File: config.mk
export PLATFORM = sky130hd
export DESIGN_NAME = ir_packet_scheduler
export DESIGN_NICKNAME = d
export VERILOG_FILES = /design/src/rtl/ir_pkg.sv /design/src/rtl/ir_prescaler.sv /design/src/rtl/ir_packet_scheduler.sv
export SDC_FILE = /design/constraint.sdc
export NUM_CORES = 1
export LEC_CHECK = 0
export BUFFER_PORTS_ARGS = -buffer_cell sky130_fd_sc_hd__buf_2
export CELL_PAD_IN_SITES_DETAIL_PLACEMENT = 1
export CELL_PAD_IN_SITES_GLOBAL_PLACEMENT = 2
export CORE_MARGIN = 1
export CORE_UTILIZATION = 36
export DETAILED_ROUTE_END_ITERATION = 10
export GPL_TIMING_DRIVEN = 0
export PLACE_DENSITY_LB_ADDON = 0.08
export SYNTH_ARGS = -nofsm -noshare
export SYNTH_HDL_FRONTEND = slang
export SYNTH_HIERARCHICAL = 1
export SYNTH_SLANG_ARGS = --single-unit
File: constraint.sdc
create_clock -name CLK -period 3.7 [get_ports CLK]
set_input_delay 0.925 -clock CLK [delete_from_list [all_inputs] [get_ports CLK]]
set_output_delay 0.925 -clock CLK [all_outputs]
set_load 0.01 [all_outputs]
File: src/rtl/ir_pkg.sv
// Shared definitions for the IR packet scheduler: FSM state encoding,
// register offsets, control-register bit positions and COMMAND bit layout.
package ir_pkg;

    // Scheduler FSM states
    typedef enum logic [1:0] {
        ST_IDLE = 2'd0,
        ST_RUN  = 2'd1,
        ST_FIRE = 2'd2
    } ir_state_e;

    // Register offsets from BASE_ADDR
    localparam logic [7:0] CMD_OFS  = 8'd0;
    localparam logic [7:0] CTRL_OFS = 8'd1;

    // Control register bit indices
    localparam int CTRL_RUN_BIT     = 0;
    localparam int CTRL_ONESHOT_BIT = 1;

    // COMMAND nibble bit positions: {FORWARD, BACKWARD, LEFT, RIGHT}
    localparam int CMD_RIGHT_BIT    = 0;
    localparam int CMD_LEFT_BIT     = 1;
    localparam int CMD_BACKWARD_BIT = 2;
    localparam int CMD_FORWARD_BIT  = 3;

    // Datapath widths
    localparam int CMD_W   = 4;
    localparam int PRESC_W = 24;
    localparam int TO_W    = 8;

    // Saturating increment for the packet timeout counter
    function automatic logic [TO_W-1:0] sat_inc8(input logic [TO_W-1:0] v);
        return (v == {TO_W{1'b1}}) ? v : v + 1'b1;
    endfunction

endpackage

File: src/rtl/ir_prescaler.sv
// Packet-period prescaler: 24-bit counter that runs 0..PERIOD-1 while
// enabled, wraps, and flags the terminal count. A clear forces it to zero
// and takes priority over counting.
module ir_prescaler
    import ir_pkg::*;
#(
    parameter int unsigned PERIOD = 10_000_000
) (
    input  logic clk,
    input  logic rst,
    input  logic en,
    input  logic clr,
    output logic tc
);

    localparam logic [PRESC_W-1:0] LAST = PRESC_W'(PERIOD - 1);

    logic [PRESC_W-1:0] count_q;
    logic [PRESC_W-1:0] count_d;

    // Next count: clear wins, otherwise count and wrap at LAST
    always_comb begin
        count_d = count_q;
        if (clr) begin
            count_d = '0;
        end else if (en) begin
            count_d = (count_q == LAST) ? '0 : count_q + 1'b1;
        end
    end

    // Counter register
    always_ff @(posedge clk) begin
        if (rst) begin
            count_q <= '0;
        end else begin
            count_q <= count_d;
        end
    end

    assign tc = en && (count_q == LAST);

endmodule

File: src/rtl/ir_packet_scheduler.sv
// IR packet scheduler: two bus registers (pending command, control) feed an
// IDLE/RUN/FIRE FSM that emits one SEND_PACKET pulse per prescaler period or
// per ONESHOT write. COMMAND is loaded on entry to FIRE so it is valid in the
// same cycle as SEND_PACKET and stays stable for the whole packet.
// Optional feature macro: IR_CMD_TIMEOUT_EN (command timeout / CMD_STALE).
// DBG_STATE exposes the FSM state for observation.
module ir_packet_scheduler
    import ir_pkg::*;
#(
    parameter logic [7:0]  BASE_ADDR       = 8'h90,
    parameter int unsigned PACKET_PERIOD   = 10_000_000,
    parameter int unsigned TIMEOUT_PACKETS = 20
) (
    input  logic             CLK,
    input  logic             RESET,
    input  logic [7:0]       BUS_ADDR,
    input  logic [7:0]       BUS_DATA_IN,
    input  logic             BUS_WE,
    output logic [CMD_W-1:0] COMMAND,
    output logic             SEND_PACKET,
    output logic             TX_ENABLE,
    output logic             CMD_STALE,
    output logic [1:0]       DBG_STATE
);

    localparam logic [7:0] CMD_ADDR  = BASE_ADDR + CMD_OFS;
    localparam logic [7:0] CTRL_ADDR = BASE_ADDR + CTRL_OFS;

    ir_state_e         state_q, state_d;
    logic              run_q, run_d;
    logic [CMD_W-1:0]  pending_q, pending_d;
    logic [CMD_W-1:0]  command_q, command_d;

    logic cmd_we;
    logic ctrl_we;
    logic oneshot_req;
    logic fire_go;
    logic timed_out;
    logic presc_en;
    logic presc_clr;
    logic presc_tc;

    // Upper data bits only matter for the control register's unused bits
    logic unused_data;
    assign unused_data = ^BUS_DATA_IN[7:4];

    // Bus decode; a ONESHOT arriving while already in FIRE is dropped
    always_comb begin
        cmd_we      = BUS_WE && (BUS_ADDR == CMD_ADDR);
        ctrl_we     = BUS_WE && (BUS_ADDR == CTRL_ADDR);
        oneshot_req = ctrl_we && BUS_DATA_IN[CTRL_ONESHOT_BIT] && (state_q != ST_FIRE);
    end

    // Register-file next values: RUN is stored, ONESHOT never is
    always_comb begin
        run_d     = run_q;
        pending_d = pending_q;
        if (ctrl_we) begin
            run_d = BUS_DATA_IN[CTRL_RUN_BIT];
        end
        if (cmd_we) begin
            pending_d = BUS_DATA_IN[CMD_W-1:0];
        end
    end

    // FSM next state; a terminal count and a ONESHOT landing together both
    // map to a single FIRE cycle
    always_comb begin
        state_d = state_q;
        case (state_q)
            ST_IDLE: begin
                if (oneshot_req) begin
                    state_d = ST_FIRE;
                end else if (run_q) begin
                    state_d = ST_RUN;
                end
            end
            ST_RUN: begin
                if (oneshot_req) begin
                    state_d = ST_FIRE;
                end else if (!run_q) begin
                    state_d = ST_IDLE;
                end else if (presc_tc) begin
                    state_d = ST_FIRE;
                end
            end
            ST_FIRE: begin
                state_d = run_q ? ST_RUN : ST_IDLE;
            end
            default: begin
                state_d = ST_IDLE;
            end
        endcase
    end

    // Prescaler control: count through RUN and FIRE so the period between
    // pulses is exactly PACKET_PERIOD; clear whenever stopped or on ONESHOT
    always_comb begin
        fire_go   = (state_d == ST_FIRE);
        presc_en  = run_q && (state_q != ST_IDLE);
        presc_clr = !run_q || oneshot_req;
    end

    // COMMAND loads only on entry to FIRE, from the pending value as it was
    // before any write in that same cycle
    always_comb begin
        command_d = command_q;
        if (fire_go) begin
            command_d = timed_out ? '0 : pending_q;
        end
    end

    // State and register-file flops
    always_ff @(posedge CLK) begin
        if (RESET) begin
            state_q   <= ST_IDLE;
            run_q     <= 1'b0;
            pending_q <= '0;
            command_q <= '0;
        end else begin
            state_q   <= state_d;
            run_q     <= run_d;
            pending_q <= pending_d;
            command_q <= command_d;
        end
    end

`ifdef IR_CMD_TIMEOUT_EN
    logic [TO_W-1:0] to_cnt_q, to_cnt_d;
    logic            stale_q, stale_d;

    assign timed_out = (to_cnt_q >= TO_W'(TIMEOUT_PACKETS));

    // Timeout counter: count packets since the last command write
    always_comb begin
        to_cnt_d = to_cnt_q;
        stale_d  = stale_q;
        if (cmd_we) begin
            to_cnt_d = '0;
            stale_d  = 1'b0;
        end else if (fire_go) begin
            to_cnt_d = sat_inc8(to_cnt_q);
            if (timed_out) begin
                stale_d = 1'b1;
            end
        end
    end

    // Timeout flops
    always_ff @(posedge CLK) begin
        if (RESET) begin
            to_cnt_q <= '0;
            stale_q  <= 1'b0;
        end else begin
            to_cnt_q <= to_cnt_d;
            stale_q  <= stale_d;
        end
    end

    assign CMD_STALE = stale_q;
`else
    logic [TO_W-1:0] timeout_unused;
    assign timeout_unused = TO_W'(TIMEOUT_PACKETS);
    assign timed_out      = 1'b0;
    assign CMD_STALE      = 1'b0;
`endif

    ir_prescaler #(
        .PERIOD (PACKET_PERIOD)
    ) u_prescaler (
        .clk (CLK),
        .rst (RESET),
        .en  (presc_en),
        .clr (presc_clr),
        .tc  (presc_tc)
    );

    assign COMMAND     = command_q;
    assign SEND_PACKET = (state_q == ST_FIRE);
    assign TX_ENABLE   = run_q;
    assign DBG_STATE   = state_q;

endmodule

==> reports/metrics.yaml, run 1 <==
min_path:
  hold_class: "reg2reg"
  min_from: "COMMAND[3]"
clocking:
  cts_num_sinks: 35
  clock-root-buffer: "clkbuf_8"
  cts_tree: "done"
  clock_latency_ps: 280
  post_cts_resized: 0
  cts_buffers: 5
  path_clk_slew_ps: 70
  postCtsSetupBuffers: 0
  max-clock-path-buffers: 2
  cts.hold.buffers_added: 0
  htreeDepth: 2
power_and_ir_drop:
  p_switching_w: 0.000130
  p_int_w: 0.000511
  sequentialPowerShare_pct: 58.8
  ir_drop_v: 0.000220
  p_clk_share_pct: 38.8
  cellLeakagePower_nw: 0.662
  swShare_pct: 20.3
  comb_power_share_pct: 2.4
  powerDensity_nw_per_um2: 334
global_route:
  met1_usage_pct: 21.6
  grt_max_degree: 11
  grt.total_usage_pct: 17.4
  grtUsageMet2_pct: 29.4
  grt.busiest_layer: "met2"
  grt_pass1_vias: 1489
  antenna_found_initial: 0
  grt_use_met3_pct: 4.18
  grt_overflow: 0
  grt_pass1_wl_um: 6790
floorplanning:
  ios: 28
  die_w_um: 70.1
  dieArea_um2: 4920
  initial_core_util_pct: 37.8
  dieHeight_um: 70.1
  placementRows: 24
  core-area_um2: 4410
setup_path:
  cpMostUsedCell: "buf_2"
  cp-startpoint: "BUS_ADDR[3]"
  timing.rr.start: "TX_ENABLE"
  cp-end-kind: "register"
  critical_path.slowest_cell: "o31ai_1"
  worstPathMaxFanout: 10
  criticalPathCategory: "in2reg"
  crit_buf_inv: 2
  crit_arrival_ps: 2670
  start_kind: "input pin"
  path_cells: "buf_2 > nor4b_2 > nand3_2 > o31ai_1 > nor2_1 > o41ai_1 > buf_2 > a21oi_1"
  cp.required_ps: 3860
  crit_family: "compound AO/OA/AOI/OAI gates"
  regToRegSetupSlack_ps: 1290
  critPathMaxStageDelay_ps: 530
route:
  antenna_left: 0
  num_vias: 1418
  drc: 0
  drt-pass1-iter-count: 4
  drt_wl_total_um: 3880
  drt_iter0_markers: 22
  avgViaCountPerCell: 5.37
  wire_per_inst_um: 14.7
synthesis:
  synthSimpleGateAreaFrac_pct: 32.1
  synthesis.area_um2: 1670
  synth_mux_area_share_pct: 5.99
  synth-main-ff-cell: "dfxtp_1"
  synth_xor_area_share_pct: 7.34
  yosysSeqAreaShare_pct: 41.9
  synth_edf_count: 0
  synth-seq-cells: 35
  synth_top_family_by_area: "simple AND/OR/NAND/NOR gates"
  syn_nets: 204
  avgSynthCellArea_um2: 9.08
  async_reset_ff_share_pct: 0
  synth_compound_area_share_pct: 8.16
  yosys_warnings: 6
  synthCells: 184
  synth_cell_types: 43
  synth_adder_area_share_pct: 0.749
placement:
  dp_cells: 258
  hpwl_um: 3030
  gp_congestion: 0.738
  io_buffer_count: 22
timing:
  worst_slew_pin_slew_ps: 601
  skew_ps: 5.63
  rsz0062_at_grt: "no"
  final_hold_viol_count: 0
  finalCritPeriodShare_pct: 67.6
  setup_viol: 0
  max_freq_mhz: 400
  setup_tns_ps: 0
  slew_headroom_pct: 59.6
  period_minus_slack_ps: 2500
  drv_slew: 0
job:
  drv_cap: 0
cells_and_area:
  drive_gt1_share_pct: 20.8
  nets: 233
  area_growth_pct: 14.8
  fill_cells: 537
  diodes: 0
  final_cells: 264
run_status:
  outcome: "finished, final reports clean"
[cell usage after synthesis, types with 3 or more instances]
| cell type | instances | area, um^2 |
|---|---|---|
| nand2b_1 | 8 | 50.1 |
| xnor2_1 | 8 | 70.1 |
| o21ai_0 | 5 | 25.0 |
| nand3_1 | 4 | 20.0 |
| nor4_1 | 3 | 18.8 |
| nand4_1 | 10 | 62.6 |
| o31ai_1 | 4 | 30.0 |
| mux2i_1 | 10 | 100 |
| a21oi_1 | 8 | 40.0 |
| xor2_1 | 6 | 52.6 |
| dfxtp_1 | 35 | 701 |
| buf_2 | 4 | 20.0 |
| nor2_1 | 21 | 78.8 |
| nand2_1 | 12 | 45.0 |
| or3_1 | 8 | 50.1 |
| nor3_1 | 6 | 30.0 |
[power by group through the flow]
stage | registers, W | clock network (W) | logic, W
floorplan | 0.000385 | 0 | 0.00000585
global placement | 0.000385 | 0 | 0.0000151
detailed placement | 0.000385 | 0 | 0.0000157
CTS | 0.000377 | 0.000262 | 0.0000158
global route | 0.000376 | 0.000280 | 0.0000171
finish | 0.000377 | 0.000248 | 0.0000154
[kinds of logic (layout without fill, tap and decap cells)]
| group | count (synthesis) | after routing |
|---|---|---|
| muxes | 10 | 10 |
| AOI/OAI and AO/OA | 22 | 22 |
| and+or+nand+nor | 90 | 90 |
| DFF | 35 | 35 |
| xor gates and xnor gates | 14 | 14 |
| buffers and inverters | 11 | 39 |
| other | 1 | 1 |
| adders and majority gates | 1 | 1 |
[routing by layer]
layer	routed length (um)	part of all wire (%)
met1	1870	48
met2	1860	48
met3	134	3.5
met4	23	0.59
met5	0	0
[worst reg2reg max path, stage by stage (launching register included)]
cell and delay (ps):
dfxtp_1 400, o21a_1 340, nand4_4 190, or4b_1 570, buf_2 180, or4_4 520
a21oi_2 150
[per-stage QoR]
step	instance area (um^2)	total power, W	hold WS [ps]	setup WS [ps]	utilization, %
floorplan	1670	0.000391	447	1310	-
global placement	1850	0.000400	458	900	41.8
detailed placement	1850	0.000401	476	889	41.8
CTS	1920	0.000655	487	1180	43.5
global route	1920	0.000674	501	989	43.5
finish	1920	0.000641	478	1200	43.5
[final cells by class]
| cell class | count | area (um^2) | area share (%) |
|---|---|---|---|
| multi-input combinational | 138 | 911 | 47.5 |
| sequential | 35 | 701 | 36.5 |
| timing repair buffer | 22 | 110 | 5.74 |
| clock buffer | 6 | 72.6 | 3.78 |
| tap | 52 | 65.1 | 3.39 |
| buffer | 9 | 51.3 | 2.67 |
| inverter | 2 | 7.51 | 0.391 |
[state kept, by name, indices dropped and copies added, names as in the netlist]
register / flops
COMMAND: 4
DBG_STATE: 2
TX_ENABLE: 1
pending_q: 4
u_prescaler/count_q: 24
[cell usage in the layout, fill, tap and decap left out, types with 3 or more instances in the layout]
master,netlist,routed
dfxtp_1,35,35
buf_2,4,26
nor2_1,21,21
nand2_1,12,12
mux2i_1,10,10
nand4_1,10,10
nand2b_1,8,8
or3_1,8,8
xnor2_1,8,8
a21oi_1,8,8
nor3_1,6,6
xor2_1,6,6
clkbuf_8,0,5
o21ai_0,5,5
o31ai_1,4,4
nand3_1,4,4
clkbuf_1,2,3
nor4_1,3,3
[worst paths after layout]
check	cells past startpoint	endpoint
hold reg to reg	2	COMMAND[3]
setup reg to reg	6	u_prescaler/count_q[22]
hold / removal	2	COMMAND[3]
setup / recovery	8	u_prescaler/count_q[19]
Power figures use the tool's default switching activity.
==> run 2: changes to the inputs <==
CORE_UTILIZATION = 30   (was 36)
clock period = 2.15 ns   (was 3.7 ns; I/O delays follow)
==> run 2 against run 1 <==
  * Setup slack got worse by 1100 ps
  * Clock skew rose by 4.8 ps
  * Register-to-register slack got worse by 1200 ps
  * Critical path type is now reg2reg
  * Critical endpoint is now u_prescaler/count_q[22]
  * Largest cell class unchanged
  * Largest power group unchanged
==> reports/metrics.yaml, run 2 (synthesis gave the netlist of run 1 again) <==
placement:
  io_buffer_count: 22
  hpwl_um: 3190
  pre_cts_ws_ps: -427
  gp_congestion: 0.769
  dp_cells: 276
route:
  wl_met3_um: 125
  antenna_left: 0
  drt-met1-wl_um: 2060
  num_vias: 1463
  met2_length_um: 2060
  routed.top_layer: "met4"
  wire_per_inst_um: 15.0
  avgViaCountPerCell: 5.12
  drt-pass1-iter-count: 4
  drt_wl_total_um: 4290
  drc: 0
  drt_iter0_markers: 43
setup_path:
  critical_path.slowest_cell: "or4b_4"
  crit_buf_inv: 0
  criticalPathCategory: "reg2reg"
  cp.depth: 4
  path_cells: "and4_1 > or4b_4 > or4_4 > a21oi_2"
  reg2regPathDepth: 4
  start_kind: "register"
  cp-end-kind: "register"
  crit_family: "simple AND/OR/NAND/NOR gates"
  regToRegSetupSlack_ps: 100
  worstPathMaxFanout: 8
  critPathMaxStageDelay_ps: 550
  crit_arrival_ps: 2270
  cp.required_ps: 2370
timing:
  setup_viol: 0
  setup_tns_ps: 0
  final.setup.worst_slack_ps: 104
  final_hold_viol_count: 0
  drv_slew: 0
  period_minus_slack_ps: 2050
  max_freq_mhz: 489
  finalCritPeriodShare_pct: 95.2
  skew_ps: 10.4
power_and_ir_drop:
  comb_power_share_pct: 2.5
  p_switching_w: 0.000248
  p_total_w: 0.00114
  sequentialPowerShare_pct: 56.8
  swShare_pct: 21.9
  p_clk_share_pct: 40.7
  powerDensity_nw_per_um2: 553
  ir_drop_v: 0.000226
  p_int_w: 0.000887
  cellLeakagePower_nw: 0.688
cells_and_area:
  nets: 235
  drive_gt1_share_pct: 27.3
  regMostFlops: "u_prescaler/count_q"
  largest_reg_flops: 24
  diodes: 0
  area_growth_pct: 22.9
  mostFrequentLayoutCells: "30 x dfxtp_1, 23 x buf_2, 21 x nor2_1, 12 x nand2_1"
  fill_cells: 620
  final_cells: 286
  layout_commonest_cell: "dfxtp_1"
clocking:
  cts.hold.buffers_added: 0
  max-clock-path-buffers: 2
  cts_tree: "done"
  cts_buffers: 5
  clock-root-buffer: "clkbuf_8"
  path_clk_slew_ps: 80
  htreeDepth: 2
  cts_num_sinks: 35
  clock_latency_ps: 290
job:
  drv_cap: 0
global_route:
  grt_pass1_vias: 1545
  antenna_found_initial: 0
  grt_max_degree: 11
  grt_overflow: 0
  grt.total_usage_pct: 15.9
  grt_pass1_wl_um: 7310
floorplanning:
  initial_core_util_pct: 31.9
  core-area_um2: 5240
  ios: 28
  placementRows: 26
  die_w_um: 76.6
  dieHeight_um: 76.6
  dieArea_um2: 5870
min_path:
  hold_class: "reg2reg"
  holdPathStages: 2
run_status:
  outcome: "finished, final reports clean"
-- run 2: cell type report --
class / count / area (um^2) / area share [%]
Multi-Input combinational cell: 138 / 978 / 47.7
Sequential cell: 35 / 714 / 34.8
Timing Repair Buffer: 25 / 133 / 6.46
Tap cell: 70 / 87.6 / 4.27
Clock buffer: 7 / 76.3 / 3.72
Buffer: 8 / 51.3 / 2.50
Inverter: 2 / 7.51 / 0.366
Clock inverter: 1 / 5.00 / 0.244
-- run 2: path summary, 6_finish.rpt --
check | start | end
worst max-delay path | u_prescaler/count_q[12] | u_prescaler/count_q[22]
worst min-delay path | pending_q[1] | COMMAND[1]
worst max register to register | u_prescaler/count_q[12] | u_prescaler/count_q[22]
worst min register to register | pending_q[1] | COMMAND[1]
-- run 2: worst min-delay path: cells and delay by family, from the launching register on --
kind,cells,cell delay [ps]
simple gates,1,60
mux,1,60
flops,1,310
-- run 2: layer usage --
layer | GRT usage (%) | vias to the layer above
li1 | - | 720
met4 | 5.38 | 0
met2 | 27.0 | 20
met5 | 0 | -
met1 | 19.3 | 718
met3 | 4.19 | 5
-- run 2: metrics by stage --
stage	cell area, um^2	hold slack (ps)	util, %
after floorplan	1670	447	-
after global placement	1870	456	35.7
after detailed placement	1870	468	35.7
after CTS	2000	479	38.2
after global routing	2050	510	39.2
final	2050	474	39.2
-- run 2: timing repair --
action	CTS	global route
pin swaps	2	3
buffers inserted	1	2
setup endpoints to repair	24	23
gates resized for setup	14	6
-- run 2: power groups by stage --
stage | Sequential [W] | Combinational [W] | Clock [W]
after floorplan | 0.000663 | 0.0000101 | 0
after global placement | 0.000663 | 0.0000265 | 0
after detailed placement | 0.000663 | 0.0000283 | 0
after CTS | 0.000644 | 0.0000285 | 0.000483
after global routing | 0.000644 | 0.0000309 | 0.000528
final | 0.000644 | 0.0000286 | 0.000462
